### config.mk
export PLATFORM = sky130hd
export DESIGN_NAME = lcd_parallel_bus_writer_flat
export DESIGN_NICKNAME = d
export VERILOG_FILES = /design/src/rtl/lcd_parallel_bus_writer_if.sv /design/src/rtl/lcd_parallel_bus_writer.sv /design/src/flat_wrapper.sv
export SDC_FILE = /design/constraint.sdc
export NUM_CORES = 1
export LEC_CHECK = 0
export ABC_AREA = 1
export CAP_MARGIN = 5
export CORE_UTILIZATION = 50
export DETAILED_ROUTE_END_ITERATION = 6
export GPL_TIMING_DRIVEN = 0
export PLACE_DENSITY = 0.73
export SLEW_MARGIN = 20
export SYNTH_ARGS = -nofsm -noshare
export SYNTH_HDL_FRONTEND = slang
export SYNTH_SLANG_ARGS = --single-unit
### constraint.sdc
create_clock -name clk -period 2.3 [get_ports clk]
set_clock_uncertainty 0.1 [all_clocks]
set_input_delay 0.46 -clock clk [delete_from_list [all_inputs] [get_ports clk]]
set_output_delay 0.46 -clock clk [all_outputs]
set_load 0.05 [all_outputs]
### src/rtl/lcd_parallel_bus_writer_if.sv
`default_nettype none
// ============================================================================
// Module   : lcd_parallel_bus_writer_if
// Brief    : Word stream from the VPU and 8080-style LCD pins of the writer.
// Revision : 1.0
// ============================================================================
interface lcd_parallel_bus_writer_if #(
    parameter int BUS_W = 8
);
    logic             in_valid;
    logic             in_ready;
    logic             in_dc;
    logic [15:0]      in_data;
    logic             in_wide;
    logic             in_last;
    logic             lcd_rst_n;
    logic             lcd_cs_n;
    logic             lcd_rs;
    logic             lcd_wr_n;
    logic             lcd_rd_n;
    logic [BUS_W-1:0] lcd_d;

    modport master (
        output in_valid, in_dc, in_data, in_wide, in_last,
        input  in_ready, lcd_rst_n, lcd_cs_n, lcd_rs, lcd_wr_n, lcd_rd_n, lcd_d
    );

    modport slave (
        input  in_valid, in_dc, in_data, in_wide, in_last,
        output in_ready, lcd_rst_n, lcd_cs_n, lcd_rs, lcd_wr_n, lcd_rd_n, lcd_d
    );
endinterface
`default_nettype wire

### src/rtl/lcd_parallel_bus_writer.sv
`default_nettype none
// ============================================================================
// Module   : lcd_parallel_bus_writer
// Brief    : Write-only 8080 parallel bus master with LCD hardware reset
//            sequencer, 16-bit word splitting and chip-select grouping.
// Revision : 1.0
// ============================================================================
module lcd_parallel_bus_writer #(
    parameter int BUS_W        = 8,
    parameter int WR_LOW_CYC   = 2,
    parameter int WR_HIGH_CYC  = 2,
    parameter int RST_LOW_CYC  = 1000,
    parameter int RST_WAIT_CYC = 12000000
) (
    input  wire logic                      clk,
    input  wire logic                      rst,
    lcd_parallel_bus_writer_if.slave       bus,
    input  wire logic                      init_start,
    output logic                           lcd_ready,
    output logic                           busy
);

    localparam int c_max_a   = (RST_LOW_CYC > RST_WAIT_CYC) ? RST_LOW_CYC : RST_WAIT_CYC;
    localparam int c_max_b   = (WR_LOW_CYC > WR_HIGH_CYC) ? WR_LOW_CYC : WR_HIGH_CYC;
    localparam int c_max_cyc = (c_max_a > c_max_b) ? c_max_a : c_max_b;
    localparam int c_cnt_w   = $clog2(c_max_cyc + 1);

    localparam logic [c_cnt_w-1:0] c_cnt_one  = c_cnt_w'(1);
    localparam logic [c_cnt_w-1:0] c_rst_low  = c_cnt_w'(RST_LOW_CYC);
    localparam logic [c_cnt_w-1:0] c_rst_wait = c_cnt_w'(RST_WAIT_CYC);
    localparam logic [c_cnt_w-1:0] c_wr_low   = c_cnt_w'(WR_LOW_CYC);
    localparam logic [c_cnt_w-1:0] c_wr_high  = c_cnt_w'(WR_HIGH_CYC);

    generate
        if (BUS_W != 8 && BUS_W != 16) begin : g_bad_bus_w
            $error("lcd_parallel_bus_writer: BUS_W must be 8 or 16");
        end
        if (WR_LOW_CYC < 1 || WR_HIGH_CYC < 1 || RST_LOW_CYC < 1 || RST_WAIT_CYC < 1) begin : g_bad_timing
            $error("lcd_parallel_bus_writer: all cycle parameters must be >= 1");
        end
    endgenerate

    typedef enum logic [2:0] {
        ST_RST_LOW  = 3'd0,
        ST_RST_WAIT = 3'd1,
        ST_IDLE     = 3'd2,
        ST_SETUP    = 3'd3,
        ST_WR_LO    = 3'd4,
        ST_WR_HI    = 3'd5
    } state_t;

    state_t               r_state;
    state_t               w_state_nxt;
    logic [c_cnt_w-1:0]   r_cnt;
    logic [c_cnt_w-1:0]   w_cnt_nxt;
    logic [c_cnt_w-1:0]   w_cnt_inc;
    logic                 r_second;
    logic                 w_second_nxt;
    logic                 r_last;
    logic                 w_last_nxt;
    logic [7:0]           r_lo_byte;
    logic [7:0]           w_lo_byte_nxt;

    logic                 r_rst_n;
    logic                 w_rst_n_nxt;
    logic                 r_cs_n;
    logic                 w_cs_n_nxt;
    logic                 r_rs;
    logic                 w_rs_nxt;
    logic                 r_wr_n;
    logic                 w_wr_n_nxt;
    logic                 r_rd_n;
    logic [BUS_W-1:0]     r_d;
    logic [BUS_W-1:0]     w_d_nxt;
    logic                 r_in_ready;
    logic                 r_lcd_ready;
    logic                 r_busy;

    logic [BUS_W-1:0]     w_first_beat;
    logic [BUS_W-1:0]     w_second_beat;
    logic                 w_two_beat;
    logic                 w_fire;

    // On the 8-bit bus a wide word goes out high byte first; the low byte is
    // parked in r_lo_byte for the second beat.
    generate
        if (BUS_W == 16) begin : g_bus16
            assign w_first_beat  = bus.in_data;
            assign w_second_beat = {8'h00, r_lo_byte};
            assign w_two_beat    = 1'b0;
        end else begin : g_bus8
            assign w_first_beat  = bus.in_wide ? bus.in_data[15:8] : bus.in_data[7:0];
            assign w_second_beat = r_lo_byte;
            assign w_two_beat    = bus.in_wide;
        end
    endgenerate

    assign w_fire    = bus.in_valid & r_in_ready;
    assign w_cnt_inc = r_cnt + c_cnt_one;

    always_ff @(posedge clk) begin
        if (rst) begin
            r_state     <= ST_RST_LOW;
            r_cnt       <= '0;
            r_second    <= 1'b0;
            r_last      <= 1'b0;
            r_lo_byte   <= 8'h00;
            r_rst_n     <= 1'b0;
            r_cs_n      <= 1'b1;
            r_rs        <= 1'b0;
            r_wr_n      <= 1'b1;
            r_rd_n      <= 1'b1;
            r_d         <= '0;
            r_in_ready  <= 1'b0;
            r_lcd_ready <= 1'b0;
            r_busy      <= 1'b1;
        end else begin
            r_state     <= w_state_nxt;
            r_cnt       <= w_cnt_nxt;
            r_second    <= w_second_nxt;
            r_last      <= w_last_nxt;
            r_lo_byte   <= w_lo_byte_nxt;
            r_rst_n     <= w_rst_n_nxt;
            r_cs_n      <= w_cs_n_nxt;
            r_rs        <= w_rs_nxt;
            r_wr_n      <= w_wr_n_nxt;
            r_rd_n      <= 1'b1;
            r_d         <= w_d_nxt;
            r_in_ready  <= (w_state_nxt == ST_IDLE);
            r_lcd_ready <= (w_state_nxt == ST_IDLE);
            r_busy      <= (w_state_nxt != ST_IDLE);
        end
    end

    // Phase counters start at 1 on entry and the phase ends when the count
    // reaches its length. The reset cycle itself leaves r_cnt at 0, so the
    // first RST_LOW after rst includes the cycle in which rst was sampled.
    always_comb begin
        w_state_nxt   = r_state;
        w_cnt_nxt     = r_cnt;
        w_second_nxt  = r_second;
        w_last_nxt    = r_last;
        w_lo_byte_nxt = r_lo_byte;
        w_rst_n_nxt   = r_rst_n;
        w_cs_n_nxt    = r_cs_n;
        w_rs_nxt      = r_rs;
        w_wr_n_nxt    = 1'b1;
        w_d_nxt       = r_d;

        case (r_state)
            ST_RST_LOW: begin
                w_cs_n_nxt = 1'b1;
                if (r_cnt == c_rst_low) begin
                    w_state_nxt = ST_RST_WAIT;
                    w_cnt_nxt   = c_cnt_one;
                    w_rst_n_nxt = 1'b1;
                end else begin
                    w_cnt_nxt   = w_cnt_inc;
                    w_rst_n_nxt = 1'b0;
                end
            end
            ST_RST_WAIT: begin
                if (r_cnt == c_rst_wait) begin
                    w_state_nxt = ST_IDLE;
                end else begin
                    w_cnt_nxt   = w_cnt_inc;
                end
            end
            ST_IDLE: begin
                if (w_fire) begin
                    w_state_nxt   = ST_SETUP;
                    w_cs_n_nxt    = 1'b0;
                    w_rs_nxt      = bus.in_dc;
                    w_d_nxt       = w_first_beat;
                    w_last_nxt    = bus.in_last;
                    w_second_nxt  = w_two_beat;
                    w_lo_byte_nxt = bus.in_data[7:0];
                end else if (init_start) begin
                    w_state_nxt = ST_RST_LOW;
                    w_cnt_nxt   = c_cnt_one;
                    w_rst_n_nxt = 1'b0;
                    w_cs_n_nxt  = 1'b1;
                end
            end
            ST_SETUP: begin
                w_state_nxt = ST_WR_LO;
                w_cnt_nxt   = c_cnt_one;
                w_wr_n_nxt  = 1'b0;
            end
            ST_WR_LO: begin
                if (r_cnt == c_wr_low) begin
                    w_state_nxt = ST_WR_HI;
                    w_cnt_nxt   = c_cnt_one;
                end else begin
                    w_cnt_nxt   = w_cnt_inc;
                    w_wr_n_nxt  = 1'b0;
                end
            end
            ST_WR_HI: begin
                if (r_cnt != c_wr_high) begin
                    w_cnt_nxt = w_cnt_inc;
                end else if (r_second) begin
                    w_state_nxt  = ST_SETUP;
                    w_second_nxt = 1'b0;
                    w_d_nxt      = w_second_beat;
                end else begin
                    w_state_nxt  = ST_IDLE;
                    w_cs_n_nxt   = r_last;
                end
            end
            default: begin
                w_state_nxt = ST_RST_LOW;
                w_cnt_nxt   = c_cnt_one;
                w_rst_n_nxt = 1'b0;
                w_cs_n_nxt  = 1'b1;
            end
        endcase
    end

    assign bus.in_ready  = r_in_ready;
    assign bus.lcd_rst_n = r_rst_n;
    assign bus.lcd_cs_n  = r_cs_n;
    assign bus.lcd_rs    = r_rs;
    assign bus.lcd_wr_n  = r_wr_n;
    assign bus.lcd_rd_n  = r_rd_n;
    assign bus.lcd_d     = r_d;
    assign lcd_ready     = r_lcd_ready;
    assign busy          = r_busy;

endmodule
`default_nettype wire

### src/flat_wrapper.sv
// flat-port wrapper written by rule: the top's interface ports become plain ports
module lcd_parallel_bus_writer_flat 
#(
    parameter int BUS_W        = 8,
    parameter int WR_LOW_CYC   = 2,
    parameter int WR_HIGH_CYC  = 2,
    parameter int RST_LOW_CYC  = 1000,
    parameter int RST_WAIT_CYC = 12000000
)
  (clk, rst, init_start, lcd_ready, busy, bus_in_valid, bus_in_dc, bus_in_data, bus_in_wide, bus_in_last, bus_in_ready, bus_lcd_rst_n, bus_lcd_cs_n, bus_lcd_rs, bus_lcd_wr_n, bus_lcd_rd_n, bus_lcd_d);
  lcd_parallel_bus_writer_if #(.BUS_W(BUS_W)) bus_i ();
  input  wire logic clk;
  input  wire logic rst;
  input  wire logic init_start;
  output logic lcd_ready;
  output logic busy;
  input wire logic [$bits(bus_i.in_valid)-1:0] bus_in_valid;
  input wire logic [$bits(bus_i.in_dc)-1:0] bus_in_dc;
  input wire logic [$bits(bus_i.in_data)-1:0] bus_in_data;
  input wire logic [$bits(bus_i.in_wide)-1:0] bus_in_wide;
  input wire logic [$bits(bus_i.in_last)-1:0] bus_in_last;
  output wire logic [$bits(bus_i.in_ready)-1:0] bus_in_ready;
  output wire logic [$bits(bus_i.lcd_rst_n)-1:0] bus_lcd_rst_n;
  output wire logic [$bits(bus_i.lcd_cs_n)-1:0] bus_lcd_cs_n;
  output wire logic [$bits(bus_i.lcd_rs)-1:0] bus_lcd_rs;
  output wire logic [$bits(bus_i.lcd_wr_n)-1:0] bus_lcd_wr_n;
  output wire logic [$bits(bus_i.lcd_rd_n)-1:0] bus_lcd_rd_n;
  output wire logic [$bits(bus_i.lcd_d)-1:0] bus_lcd_d;
  assign bus_i.in_valid = bus_in_valid;
  assign bus_i.in_dc = bus_in_dc;
  assign bus_i.in_data = bus_in_data;
  assign bus_i.in_wide = bus_in_wide;
  assign bus_i.in_last = bus_in_last;
  assign bus_in_ready = bus_i.in_ready;
  assign bus_lcd_rst_n = bus_i.lcd_rst_n;
  assign bus_lcd_cs_n = bus_i.lcd_cs_n;
  assign bus_lcd_rs = bus_i.lcd_rs;
  assign bus_lcd_wr_n = bus_i.lcd_wr_n;
  assign bus_lcd_rd_n = bus_i.lcd_rd_n;
  assign bus_lcd_d = bus_i.lcd_d;
  lcd_parallel_bus_writer #(.BUS_W(BUS_W), .WR_LOW_CYC(WR_LOW_CYC), .WR_HIGH_CYC(WR_HIGH_CYC), .RST_LOW_CYC(RST_LOW_CYC), .RST_WAIT_CYC(RST_WAIT_CYC)) u_core (.clk(clk), .rst(rst), .bus(bus_i), .init_start(init_start), .lcd_ready(lcd_ready), .busy(busy));
endmodule
==> reports/qor.json, run 1 <==
{
  "maxCapViolCount": {"value": 0},
  "cts-resized-gates": {"value": 0},
  "synth_area_in_xor_xnor": {"value": 1.057, "unit": "%"},
  "firstDrtPassIters": {"value": 5},
  "synthSimpleGateAreaFrac": {"value": 41.94, "unit": "%"},
  "synth_cell_type_count": {"value": 37},
  "start_util": {"value": 51.90, "unit": "%"},
  "post_synth_mux_area_share": {"value": 0.6040, "unit": "%"},
  "overflow": {"value": 0},
  "status": {"value": "complete, no violations"},
  "synth_top_family_by_area": {"value": "simple AND/OR/NAND/NOR gates"},
  "largest_net_degree_at_the_start_of_global_routing": {"value": 17},
  "syn-mean-instance-area": {"value": 6.254, "unit": "µm²"},
  "final.min_clock_period": {"value": 2.129, "unit": "ns"},
  "finalPower": {"value": 1.785, "unit": "mW"},
  "crit_type": {"value": "register to register"},
  "route.detailed.vias_per_inst": {"value": 5.414},
  "r2r.worst_path.cells": {"value": 11},
  "power_density": {"value": 456.5, "unit": "nW/µm²"},
  "grt_pass1_wl": {"value": 16130, "unit": "µm"},
  "fp-row-count": {"value": 29},
  "worst_setup_hold_path_clk_slew": {"value": 0.10, "unit": "ns"},
  "grt_use_total": {"value": 29.03, "unit": "%"},
  "die_h": {"value": 83.42, "unit": "µm"},
  "yosys.area_share.adder": {"value": 1.133, "unit": "%"},
  "clock_tree.htree_level_count": {"value": 2},
  "syn_to_final_growth": {"value": 18.01, "unit": "%"},
  "holdCritPathClass": {"value": "register to register"},
  "yosys_warnings": {"value": 0},
  "cts_buffers": {"value": 5},
  "clk-insertion-delay-late": {"value": 0.32, "unit": "ns"},
  "power.leakage": {"value": 1.733, "unit": "nW"},
  "worst-r2r-setup-slack": {"value": 0.17, "unit": "ns"},
  "boundaryPins": {"value": 39},
  "unrepaired_setup_endpoints_after_global_routing": {"value": "false"},
  "port_buffers": {"value": 35},
  "placeableCoreArea": {"value": 6386, "unit": "µm²"},
  "route.detailed.drc": {"value": 0},
  "irDropWorstVdd": {"value": 0.2921, "unit": "mV"},
  "clock-sinks": {"value": 51},
  "register_share_of_total_power": {"value": 50.2, "unit": "%"},
  "dominantRegCellSynth": {"value": "sky130_fd_sc_hd__dfxtp_1"},
  "power.switching": {"value": 0.4044, "unit": "mW"},
  "worst_hold_path.num_cells": {"value": 2},
  "ys_ff_latch": {"value": 51},
  "worst_pin_slew": {"value": 0.6598, "unit": "ns"},
  "synth_area": {"value": 3314, "unit": "µm²"},
  "cp_data_required_time": {"value": 2.42, "unit": "ns"},
  "layout.nets": {"value": 598},
  "die_extent_in_x": {"value": 83.42, "unit": "µm"},
  "die_ar": {"value": 6958, "unit": "µm²"},
  "detail-route-antenna-nets": {"value": 0},
  "routed_wirelength": {"value": 9696, "unit": "µm"},
  "asyncSetResetFlopFracSynth": {"value": 0, "unit": "%"},
  "fin_hold_ws": {"value": 0.3740, "unit": "ns"},
  "period_share": {"value": 92.58, "unit": "%"},
  "antenna_violations_before_repair": {"value": 0},
  "power.internal": {"value": 1.381, "unit": "mW"},
  "post_route_cells_drive_above_1_share": {"value": 10.30, "unit": "%"},
  "ctsLongestPathBuffers": {"value": 2},
  "synth_compound_area_share": {"value": 13.97, "unit": "%"},
  "cp-end-kind": {"value": "register"},
  "gp_congestion": {"value": 0.9575},
  "critPathMaxFanout": {"value": 7},
  "synth.yosys.seq_area_share": {"value": 30.80, "unit": "%"},
  "synth.net_count": {"value": 556},
  "via_count_of_the_first_global_routing_pass": {"value": 3304},
  "synth_enable_flop_cells": {"value": 0},
  "power.share.combinational": {"value": 7.3, "unit": "%"},
  "slew_headroom": {"value": 56.01, "unit": "%"},
  "num_vias": {"value": 3519},
  "hold_violations": {"value": 0},
  "tritoncts": {"value": "built"},
  "antenna_cells_inserted": {"value": 0},
  "cts_hold_buffers": {"value": 0},
  "postCtsSetupBuffers": {"value": 0},
  "detailedRoute.firstIterationViolations": {"value": 296},
  "kind_of_start_point_of_the_critical_path": {"value": "register"},
  "dpl.hpwl": {"value": 7426, "unit": "µm"},
  "critPathArrivalTime": {"value": 2.25, "unit": "ns"},
  "clock.fmax": {"value": 469.6, "unit": "MHz"},
  "timing.final.max_slew_violations": {"value": 0},
  "synthesis.instances": {"value": 530},
  "share_clk_of_total_power": {"value": 42.6, "unit": "%"},
  "final-setup-viol-count": {"value": 0},
  "drt-wirelength-per-cell": {"value": 14.92, "unit": "µm"},
  "swShare": {"value": 22.65, "unit": "%"},
  "cts_root_buffer": {"value": "sky130_fd_sc_hd__clkbuf_8"}
}
[routing by layer]
layer	vias up	track usage [%]	wire, µm
met5	-	0	0
met4	0	11.71	282
met3	25	3.777	547
met2	125	50.75	4743
met1	1591	36.06	4123
li1	1778	-	-
[layout make-up]
type / instances / area [µm²]
Clock inverter: 3 / 67.56
Timing Repair Buffer: 35 / 350.3
Sequential cell: 51 / 1022
Fill cell: 630 / 2475
Multi-Input combinational cell: 398 / 1962
Tap cell: 77 / 96.34
Buffer: 16 / 100.1
Clock buffer: 5 / 68.82
Inverter: 65 / 244.0
[state kept, by name (all words and copies together), names as in the netlist]
signal                cells
u_core.bus.lcd_d          8
u_core.busy               1
u_core.r_lo_byte          8
u_core.bus.lcd_rst_n      1
u_core.r_last             1
u_core.bus.lcd_cs_n       1
u_core.bus.in_ready       1
u_core.bus.lcd_wr_n       1
u_core.r_second           1
u_core.r_cnt             24
u_core.r_state            3
u_core.bus.lcd_rs         1
[critical path, cell delays in order (launching register included)]
cell	delay [ns]
sky130_fd_sc_hd__dfxtp_2	0.38
sky130_fd_sc_hd__inv_1	0.14
sky130_fd_sc_hd__ha_1	0.20
sky130_fd_sc_hd__nand2_1	0.06
sky130_fd_sc_hd__nor2_1	0.25
sky130_fd_sc_hd__nand3_1	0.17
sky130_fd_sc_hd__nand2_1	0.13
sky130_fd_sc_hd__inv_1	0.05
sky130_fd_sc_hd__nor2_1	0.24
sky130_fd_sc_hd__nand2_2	0.18
sky130_fd_sc_hd__nand2_1	0.10
sky130_fd_sc_hd__nor2_1	0.04
[placed cells by master (no fill, tap or decap), types with 4 or more instances in the layout]
master and instances:
sky130_fd_sc_hd__a21oi_1 20, sky130_fd_sc_hd__a31oi_1 4, sky130_fd_sc_hd__buf_6 4, sky130_fd_sc_hd__clkbuf_1 8
sky130_fd_sc_hd__clkbuf_8 5, sky130_fd_sc_hd__clkdlybuf4s50_1 35, sky130_fd_sc_hd__dfxtp_1 50, sky130_fd_sc_hd__inv_1 58
sky130_fd_sc_hd__inv_2 7, sky130_fd_sc_hd__nand2_1 137, sky130_fd_sc_hd__nand2_2 7, sky130_fd_sc_hd__nand3_1 39
sky130_fd_sc_hd__nand4_1 12, sky130_fd_sc_hd__nor2_1 85, sky130_fd_sc_hd__nor2_2 6, sky130_fd_sc_hd__nor2_4 10
sky130_fd_sc_hd__o21ai_0 33, sky130_fd_sc_hd__o21ai_1 6, sky130_fd_sc_hd__xor2_1 4
[through the flow]
step           instance area [µm²]  util, %  cells  setup TNS (ns)  worst slack [ns]
5_1_grt                       3911    61.25    650               0           0.04466
4_1_cts                       3897    61.03    650               0            0.1097
6_report                      3911    61.25    650               0            0.1707
2_1_floorplan                 3314        -    530               0            0.4221
3_5_place_dp                  3761    58.89    642         -0.3690          -0.05948
3_3_place_gp                  3761    58.89    642         -0.2405          -0.04360
[power groups by stage]
stage	clock (mW)	combinational, mW	sequential, mW
5_1_grt	0.805	0.144	0.897
4_1_cts	0.770	0.129	0.895
2_1_floorplan	0	0.0706	0.913
3_5_place_dp	0	0.128	0.915
3_3_place_gp	0	0.127	0.916
6_report	0.760	0.130	0.895
[path summary, 6_finish.rpt]
check | from | endpoint
worst max-delay path | u_core.r_cnt[0] | u_core.r_cnt[21]
worst min-delay path | u_core.r_last | u_core.r_last
worst max register to register | u_core.r_cnt[0] | u_core.r_cnt[21]
worst min register to register | u_core.r_last | u_core.r_last
[synth_stat cells, types with 4 or more instances]
cell	instances	area, µm²
sky130_fd_sc_hd__a31oi_1	4	25.02
sky130_fd_sc_hd__nand2_2	6	37.54
sky130_fd_sc_hd__inv_1	58	217.7
sky130_fd_sc_hd__a21oi_1	20	100.1
sky130_fd_sc_hd__xor2_1	4	35.03
sky130_fd_sc_hd__nor2_2	7	43.79
sky130_fd_sc_hd__nor2_4	9	101.4
sky130_fd_sc_hd__nand2_1	138	518.0
sky130_fd_sc_hd__nor2_1	85	319.1
sky130_fd_sc_hd__o21ai_0	33	165.2
sky130_fd_sc_hd__clkbuf_1	8	30.03
sky130_fd_sc_hd__nand3_1	40	200.2
sky130_fd_sc_hd__buf_6	4	45.04
sky130_fd_sc_hd__o21ai_1	6	30.03
sky130_fd_sc_hd__nand4_1	12	75.07
sky130_fd_sc_hd__inv_2	7	26.28
sky130_fd_sc_hd__dfxtp_1	51	1021
[cell families (layout without fill, tap and decap cells)]
family / count (synthesis) / in the layout
AO/OA/AOI/OAI: 80 / 80
adder cells (fa/ha/maj): 3 / 3
AND/OR/NAND/NOR: 308 / 308
buffers and inverters: 81 / 124
multiplexers: 2 / 2
XOR/XNOR: 4 / 4
flip-flops: 51 / 51
other: 1 / 1
Note: power is estimated with default switching activity, not from simulation.
==> run 2: changes to the inputs <==
--- a/config.mk
+++ b/config.mk
@@ -7,10 +7,9 @@
 export LEC_CHECK = 0
 export ABC_AREA = 1
 export CAP_MARGIN = 5
-export CORE_UTILIZATION = 50
+export CORE_UTILIZATION = 25
 export DETAILED_ROUTE_END_ITERATION = 6
 export GPL_TIMING_DRIVEN = 0
-export PLACE_DENSITY = 0.73
 export SLEW_MARGIN = 20
 export SYNTH_ARGS = -nofsm -noshare
 export SYNTH_HDL_FRONTEND = slang
==> constraint.sdc (replaced) <==
create_clock -name clk -period 1.75 [get_ports clk]
set_clock_uncertainty 0.1 [all_clocks]
set_input_delay 0.35 -clock clk [delete_from_list [all_inputs] [get_ports clk]]
set_output_delay 0.35 -clock clk [all_outputs]
set_load 0.05 [all_outputs]
==> reports/qor.json, run 2 (synthesis results as in run 1) <==
{
  "status": {"value": "complete, but fails checks"},
  "violations": {"value": "negative setup slack"},
  "crit_type": {"value": "register to register"},
  "critPathArrivalTime": {"value": 1.98, "unit": "ns", "change": "-0.27 ns"},
  "die_h": {"value": 117.1, "unit": "µm", "change": "+40%"},
  "power.switching": {"value": 0.5788, "unit": "mW", "change": "+43%"},
  "firstDrtPassIters": {"value": 7, "change": "+2"},
  "layout.cells.most_common_list": {"value": "sky130_fd_sc_hd__nand2_1 (113), sky130_fd_sc_hd__nor2_1 (64), sky130_fd_sc_hd__inv_1 (53)"},
  "antenna_cells_inserted": {"value": 0, "change": "unchanged"},
  "antenna_violations_before_repair": {"value": 0, "change": "unchanged"},
  "largest_net_degree_at_the_start_of_global_routing": {"value": 17, "change": "unchanged"},
  "commonest_non_fill_non_tap_cell_in_the_layout": {"value": "sky130_fd_sc_hd__nand2_1"},
  "worst_pin_slew": {"value": 0.8461, "unit": "ns", "change": "+0.1864 ns"},
  "swShare": {"value": 24.25, "unit": "%", "change": "+1.6 points"},
  "grt_pass1_wl": {"value": 18020, "unit": "µm", "change": "+12%"},
  "clock-sinks": {"value": 51, "change": "unchanged"},
  "gp_congestion": {"value": 0.9163, "change": "-4.3%"},
  "boundaryPins": {"value": 39, "change": "unchanged"},
  "kind_of_start_point_of_the_critical_path": {"value": "register"},
  "clk-insertion-delay-late": {"value": 0.29, "unit": "ns", "change": "-0.03 ns"},
  "drt-wirelength-per-cell": {"value": 14.42, "unit": "µm", "change": "-3.3%"},
  "period_share": {"value": 108.8, "unit": "%", "change": "+16 points"},
  "dpl.hpwl": {"value": 7613, "unit": "µm", "change": "+2.5%"},
  "share_clk_of_total_power": {"value": 41.3, "unit": "%", "change": "-1.3 points"},
  "finalCoreUtilization": {"value": 37.95, "unit": "%", "change": "-23 points"},
  "irDropWorstVdd": {"value": 0.3430, "unit": "mV", "change": "+17%"},
  "unrepaired_setup_endpoints_after_global_routing": {"value": "true"},
  "power.leakage": {"value": 2.113, "unit": "nW", "change": "+22%"},
  "overflow": {"value": 0, "change": "unchanged"},
  "syn_to_final_growth": {"value": 46.24, "unit": "%"},
  "placeableCoreArea": {"value": 12770, "unit": "µm²", "change": "+100%"},
  "hold_violations": {"value": 0, "change": "unchanged"},
  "layout.nets": {"value": 636, "change": "+6.4%"},
  "start_util": {"value": 25.95, "unit": "%", "change": "-26 points"},
  "cp_data_required_time": {"value": 1.83, "unit": "ns", "change": "-0.59 ns"},
  "ctsLongestPathBuffers": {"value": 2, "change": "unchanged"},
  "cts_buffers": {"value": 5, "change": "unchanged"},
  "fp-row-count": {"value": 41, "change": "+41%"},
  "critPathMaxFanout": {"value": 6, "change": "-1"},
  "cts_hold_buffers": {"value": 0, "change": "unchanged"},
  "critPathSlowestCell": {"value": "sky130_fd_sc_hd__dfxtp_4"},
  "routed_wirelength": {"value": 11290, "unit": "µm", "change": "+16%"},
  "die_ar": {"value": 13720, "unit": "µm²", "change": "+97%"},
  "detail-route-antenna-nets": {"value": 0, "change": "unchanged"},
  "clock_tree.htree_level_count": {"value": 2, "change": "unchanged"},
  "clock.fmax": {"value": 525.4, "unit": "MHz", "change": "+12%"},
  "largest_register_ff_count": {"value": 24, "change": "unchanged"},
  "power.internal": {"value": 1.808, "unit": "mW", "change": "+31%"},
  "route.detailed.drc": {"value": 0, "change": "unchanged"},
  "count_of_placed_standard_cells_including_taps": {"value": 737, "change": "+15%"},
  "worst_setup_hold_path_clk_slew": {"value": 0.07, "unit": "ns", "change": "-0.03 ns"},
  "final-setup-viol-count": {"value": 32, "change": "+32"},
  "holdCritPathClass": {"value": "register to register"},
  "slew_headroom": {"value": 43.59, "unit": "%", "change": "-12 points"},
  "fin_hold_ws": {"value": 0.3495, "unit": "ns", "change": "-0.02455 ns"},
  "num_vias": {"value": 3761, "change": "+6.9%"},
  "crit_path_cell_trace": {"value": "inv_4 > ha_4 > nand3_2 > nor2_2 > nand4_1 > buf_4 > nand3_4 > buf_12 > buf_12 > nor2_4 > nand3_2 > o21ai_1"},
  "via_count_of_the_first_global_routing_pass": {"value": 3560, "change": "+7.7%"},
  "cp_top_family": {"value": "simple AND/OR/NAND/NOR gates"},
  "die_extent_in_x": {"value": 117.1, "unit": "µm", "change": "+40%"},
  "place_worst_setup_slack": {"value": -0.5225, "unit": "ns", "change": "-0.4630 ns"},
  "setup_total_negative_slack": {"value": -2.409, "unit": "ns", "change": "-2.409 ns"},
  "layout_setup_ws": {"value": -0.1533, "unit": "ns", "change": "-0.3240 ns"},
  "route.detailed.vias_per_inst": {"value": 4.803, "change": "-11%"},
  "cts_root_buffer": {"value": "sky130_fd_sc_hd__clkbuf_16"},
  "register_share_of_total_power": {"value": 48.9, "unit": "%", "change": "-1.3 points"},
  "tritoncts": {"value": "built"},
  "registers.top_by_ff_count": {"value": "u_core.r_cnt"},
  "timing.final.max_slew_violations": {"value": 0, "change": "unchanged"},
  "maxCapViolCount": {"value": 0, "change": "unchanged"},
  "cp_num_buf_inv": {"value": 4, "change": "+2"},
  "post_route_cells_drive_above_1_share": {"value": 31.91, "unit": "%", "change": "+22 points"},
  "layout.cells.non_filler": {"value": 783, "change": "+20%"},
  "port_buffers": {"value": 35, "change": "unchanged"},
  "final.min_clock_period": {"value": 1.903, "unit": "ns", "change": "-0.2260 ns"},
  "detailedRoute.firstIterationViolations": {"value": 229, "change": "-23%"},
  "worst_path_largest_cell_delay": {"value": 0.37, "unit": "ns", "change": "about the same"},
  "power_density": {"value": 492.4, "unit": "nW/µm²", "change": "+7.9%"},
  "grt_use_total": {"value": 17.28, "unit": "%", "change": "-12 points"},
  "power.share.combinational": {"value": 9.7, "unit": "%", "change": "+2.4 points"},
  "cp-end-kind": {"value": "register"}
}
-- run 2: cell count changes in the layout (fill, tap and decap cells not counted), sizes merged --
cell           before  now
buf                 8   46
bufinv              2    0
clkbuf             13   14
clkdlybuf4s50      35   20
dlygate4sd2         0   15
inv                65   66
-- run 2: metal layers --
| metal | routed length, µm | up-vias | GRT usage [%] |
|---|---|---|---|
| li1 | - | 1872 | - |
| met1 | 4901 | 1690 | 22.76 |
| met2 | 5112 | 160 | 27.18 |
| met3 | 818 | 39 | 3.090 |
| met4 | 461 | 0 | 8.523 |
| met5 | 0 | - | 0 |
-- run 2: path summary, 6_finish.rpt --
check / from / end / slack, ns / depth (start not counted)
max: u_core.r_cnt[0] / u_core.r_cnt[2] / -0.15 / 12
min: u_core.r_last / u_core.r_last / 0.35 / 2
max reg2reg: u_core.r_cnt[0] / u_core.r_cnt[2] / -0.15 / 12
min reg2reg: u_core.r_last / u_core.r_last / 0.35 / 2
-- run 2: power groups by stage --
stage	combinational [mW]	clock, mW	sequential (mW)
6_report	0.233	0.986	1.17
5_1_grt	0.251	1.06	1.17
4_1_cts	0.208	1.01	1.17
3_5_place_dp	0.169	0	1.20
3_3_place_gp	0.170	0	1.20
2_1_floorplan	0.0928	0	1.20
-- run 2: timing repair --
item | CTS | global route
cloned | 3 | 0
pin swaps | 29 | 26
setup endpoints to repair | 53 | 41
gates resized for setup | 104 | 78
setup buffers | 27 | 14
-- run 2: stage by stage --
step                area, µm²  power (mW)
floorplan                3316       1.293
global placement         3881       1.373
detailed placement       3881       1.372
CTS                      4586       2.390
global route             4847       2.479
finish                   4847       2.387
-- run 2: final cells by class --
cell class                 count  area (µm²)
fill                        1332        7926
multi-input combinational    398        2344
sequential                    51        1064
timing repair buffer          75       726.9
inverter                      65       254.0
tap                          172       215.2
clock buffer                   6       128.9
buffer                        14       98.84
clock inverter                 2       16.27
-- run 2: worst min-delay path: stages (launching register included) --
cell and delay, ns:
sky130_fd_sc_hd__dfxtp_1 0.30, sky130_fd_sc_hd__inv_1 0.05, sky130_fd_sc_hd__a21oi_1 0.05
==> run 3: changes to the inputs <==
--- a/config.mk
+++ b/config.mk
@@ -6,7 +6,7 @@
 export NUM_CORES = 1
 export LEC_CHECK = 0
 export ABC_AREA = 1
-export CAP_MARGIN = 5
+export CORE_MARGIN = 8
 export CORE_UTILIZATION = 25
 export DETAILED_ROUTE_END_ITERATION = 6
 export GPL_TIMING_DRIVEN = 0
@@ -14,3 +14,4 @@
 export SYNTH_ARGS = -nofsm -noshare
 export SYNTH_HDL_FRONTEND = slang
 export SYNTH_SLANG_ARGS = --single-unit
+export TNS_END_PERCENT = 1
==> reports/qor.json, run 3 (synthesis results as in run 1) <==
{
  "rr_endpoint": {"value": "u_core.r_cnt[23]"},
  "maxCapViolCount": {"value": 0, "change": "unchanged"},
  "via_count_of_the_first_global_routing_pass": {"value": 3454, "change": "-3.0%"},
  "power.leakage": {"value": 1.910, "unit": "nW", "change": "-9.6%"},
  "clock.fmax": {"value": 545.5, "unit": "MHz", "change": "+3.8%"},
  "worst_r2r_start": {"value": "u_core.r_cnt[0]"},
  "die_h": {"value": 131.1, "unit": "µm", "change": "+12%"},
  "layout.nets": {"value": 618, "change": "-2.8%"},
  "setup_total_negative_slack": {"value": -1.399, "unit": "ns", "change": "+1.010 ns"},
  "period_share": {"value": 104.8, "unit": "%", "change": "-4.0 points"},
  "cp_data_required_time": {"value": 1.84, "unit": "ns", "change": "about the same"},
  "finalPower": {"value": 2.386, "unit": "mW", "change": "about the same"},
  "critPathSlowestCell": {"value": "sky130_fd_sc_hd__dfxtp_4"},
  "critPathMaxFanout": {"value": 5, "change": "-1"},
  "final_area": {"value": 4420, "unit": "µm²", "change": "-8.8%"},
  "gp_congestion": {"value": 0.8819, "change": "-3.8%"},
  "die_ar": {"value": 17200, "unit": "µm²", "change": "+25%"},
  "firstDrtPassIters": {"value": 5, "change": "-2"},
  "timing.hold.worst_endpoint": {"value": "u_core.r_last"},
  "detailedRoute.firstIterationViolations": {"value": 202, "change": "-12%"},
  "crit_type": {"value": "register to register"},
  "fin_hold_ws": {"value": 0.3480, "unit": "ns", "change": "-0.001451 ns"},
  "irDropWorstVdd": {"value": 0.3608, "unit": "mV", "change": "+5.2%"},
  "overflow": {"value": 0, "change": "unchanged"},
  "num_vias": {"value": 3534, "change": "-6.0%"},
  "cp_top_family": {"value": "simple AND/OR/NAND/NOR gates"},
  "clk-insertion-delay-late": {"value": 0.30, "unit": "ns", "change": "about the same"},
  "route.detailed.vias_per_inst": {"value": 4.596, "change": "-4.3%"},
  "cts_hold_buffers": {"value": 0, "change": "unchanged"},
  "routed_wirelength": {"value": 10730, "unit": "µm", "change": "-5.0%"},
  "worst_setup_path_startpoint": {"value": "u_core.r_cnt[0]"},
  "drt-wirelength-per-cell": {"value": 13.95, "unit": "µm", "change": "-3.3%"},
  "die_extent_in_x": {"value": 131.1, "unit": "µm", "change": "+12%"},
  "critPathArrivalTime": {"value": 1.93, "unit": "ns", "change": "-0.05 ns"},
  "layout.cells.most_common_list": {"value": "sky130_fd_sc_hd__nand2_1 (128), sky130_fd_sc_hd__nor2_1 (72), sky130_fd_sc_hd__inv_1 (55)"},
  "worst_pin_slew": {"value": 0.6891, "unit": "ns", "change": "-0.1570 ns"},
  "cp-end-kind": {"value": "register"},
  "start_util": {"value": 25.33, "unit": "%", "change": "-0.62 points"},
  "dpl.hpwl": {"value": 7885, "unit": "µm", "change": "+3.6%"},
  "largest_net_degree_at_the_start_of_global_routing": {"value": 18, "change": "+1"},
  "timing.final.max_slew_violations": {"value": 0, "change": "unchanged"},
  "antenna_violations_before_repair": {"value": 0, "change": "unchanged"},
  "largest_register_ff_count": {"value": 24, "change": "unchanged"},
  "worst_path_largest_cell_delay": {"value": 0.37, "unit": "ns", "change": "about the same"},
  "grt_pass1_wl": {"value": 17640, "unit": "µm", "change": "-2.1%"},
  "fp-row-count": {"value": 42, "change": "+2.4%"},
  "tritoncts": {"value": "built"},
  "slew_headroom": {"value": 54.06, "unit": "%", "change": "+10 points"},
  "antenna_cells_inserted": {"value": 0, "change": "unchanged"},
  "r2r.worst_path.cells": {"value": 11, "change": "-1"},
  "post_dp_cell_area": {"value": 3886, "unit": "µm²", "change": "+0.13%"},
  "clock_tree.htree_level_count": {"value": 2, "change": "unchanged"},
  "post_route_cells_drive_above_1_share": {"value": 22.26, "unit": "%", "change": "-9.7 points"},
  "route.detailed.drc": {"value": 0, "change": "unchanged"},
  "worst-r2r-setup-slack": {"value": -0.08, "unit": "ns", "change": "+0.07 ns"},
  "cts_buffers": {"value": 5, "change": "unchanged"},
  "detail-route-antenna-nets": {"value": 0, "change": "unchanged"},
  "unrepaired_setup_endpoints_after_global_routing": {"value": "true"},
  "ctsLongestPathBuffers": {"value": 2, "change": "unchanged"},
  "holdCritPathClass": {"value": "register to register"},
  "final.min_clock_period": {"value": 1.833, "unit": "ns", "change": "-0.07000 ns"},
  "worst_setup_hold_path_clk_slew": {"value": 0.08, "unit": "ns", "change": "about the same"},
  "clock-sinks": {"value": 51, "change": "unchanged"},
  "power_density": {"value": 539.7, "unit": "nW/µm²", "change": "+9.6%"},
  "layout_setup_ws": {"value": -0.08332, "unit": "ns", "change": "+0.07000 ns"},
  "cts_root_buffer": {"value": "sky130_fd_sc_hd__clkbuf_16"},
  "boundaryPins": {"value": 39, "change": "unchanged"},
  "syn_to_final_growth": {"value": 33.37, "unit": "%"},
  "registers.top_by_ff_count": {"value": "u_core.r_cnt"},
  "hold_path.startpoint": {"value": "u_core.r_last"},
  "worst_hold_path.num_cells": {"value": 2, "change": "unchanged"},
  "hold_violations": {"value": 0, "change": "unchanged"},
  "crit_path_cell_trace": {"value": "inv_4 > ha_2 > nand2_1 > nor2_4 > nand3_2 > nand2_2 > inv_1 > nor2_4 > nand2_4 > nand3_1 > nor2_1"},
  "port_buffers": {"value": 35, "change": "unchanged"},
  "status": {"value": "complete, but fails checks"},
  "violations": {"value": "negative setup slack"},
  "final-setup-viol-count": {"value": 34, "change": "+6.3%"},
  "critPathMostFrequentCell": {"value": "sky130_fd_sc_hd__nor2_4"},
  "placeableCoreArea": {"value": 13090, "unit": "µm²", "change": "+2.4%"},
  "grt_use_total": {"value": 12.35, "unit": "%", "change": "-4.9 points"},
  "cp_num_buf_inv": {"value": 2, "change": "-2"},
  "commonest_non_fill_non_tap_cell_in_the_layout": {"value": "sky130_fd_sc_hd__nand2_1"},
  "kind_of_start_point_of_the_critical_path": {"value": "register"}
}
[run 3: changes by cell type in the layout (fill, tap and decap cells not counted), moves of 7 or more]
cell / previous run / this run
sky130_fd_sc_hd__a21oi_1: 12 / 19
sky130_fd_sc_hd__buf_6: 11 / 2
sky130_fd_sc_hd__nand2_1: 113 / 128
sky130_fd_sc_hd__nand2_4: 10 / 1
sky130_fd_sc_hd__nand3_1: 27 / 34
sky130_fd_sc_hd__nand3_2: 12 / 5
sky130_fd_sc_hd__nor2_1: 64 / 72
[run 3: area by class of cell]
| type | count | area, µm² |
|---|---|---|
| flip-flops and latches | 51 | 1051 |
| inverters | 65 | 254.0 |
| clock buffers | 5 | 125.1 |
| plain buffers | 16 | 115.1 |
| clock inverters | 3 | 22.52 |
| fillers | 1428 | 8665 |
| multi-input cells | 399 | 2158 |
| repair buffers | 54 | 474.2 |
| well taps | 176 | 220.2 |
[run 3: per-layer routing]
layer / up-vias / track usage, % / part of all wire, %
met5: - / 0 / 0
met4: 0 / 4.777 / 2.6
met3: 23 / 2.896 / 7.4
met2: 118 / 19.15 / 44
met1: 1569 / 16.19 / 46
li1: 1824 / - / -
[run 3: worst max-delay path by stage]
| stage | slack [ns] | cells past startpoint | endpoint |
|---|---|---|---|
| finish | -0.08 | 11 | u_core.r_cnt[23] |
| global route | -0.17 | 10 | u_core.bus.lcd_d[6] |
| CTS | -0.18 | 10 | u_core.r_cnt[20] |
| detailed placement | -0.52 | 10 | u_core.bus.lcd_d[1] |
| global placement | -0.51 | 10 | u_core.bus.lcd_d[1] |
| floorplan | 0.04 | 11 | u_core.r_cnt[8] |
[run 3: report_power, final]
part           internal (mW)  leakage, nW  switching (mW)
Combinational         0.0922         1.41           0.104
Sequential              1.16        0.421         0.00949
Clock                  0.539       0.0746           0.476
Total                   1.80         1.91           0.590
[run 3: worst register-to-register path: stages (launching register included)]
cell and delay, ns:
sky130_fd_sc_hd__dfxtp_4 0.37, sky130_fd_sc_hd__inv_4 0.08, sky130_fd_sc_hd__ha_2 0.20, sky130_fd_sc_hd__nand2_1 0.09, sky130_fd_sc_hd__nor2_4 0.17, sky130_fd_sc_hd__nand3_2 0.11
sky130_fd_sc_hd__nand2_2 0.11, sky130_fd_sc_hd__inv_1 0.07, sky130_fd_sc_hd__nor2_4 0.17, sky130_fd_sc_hd__nand2_4 0.11, sky130_fd_sc_hd__nand3_1 0.09, sky130_fd_sc_hd__nor2_1 0.05
[run 3: what timing repair did]
| action | in CTS | in global routing |
|---|---|---|
| pin swaps | 8 | 16 |
| buffers inserted | 5 | 14 |
| resized for setup | 50 | 47 |
| cloned | 0 | 1 |
| setup endpoints to repair | 53 | 45 |
[run 3: per-stage QoR]
stage,util (%),cells,setup slack [ns]
2_1_floorplan,-,530,0.04196
3_3_place_gp,29.70,741,-0.5114
3_5_place_dp,29.70,741,-0.5196
4_1_cts,31.78,754,-0.1836
5_1_grt,33.78,769,-0.1702
6_report,33.78,769,-0.08332
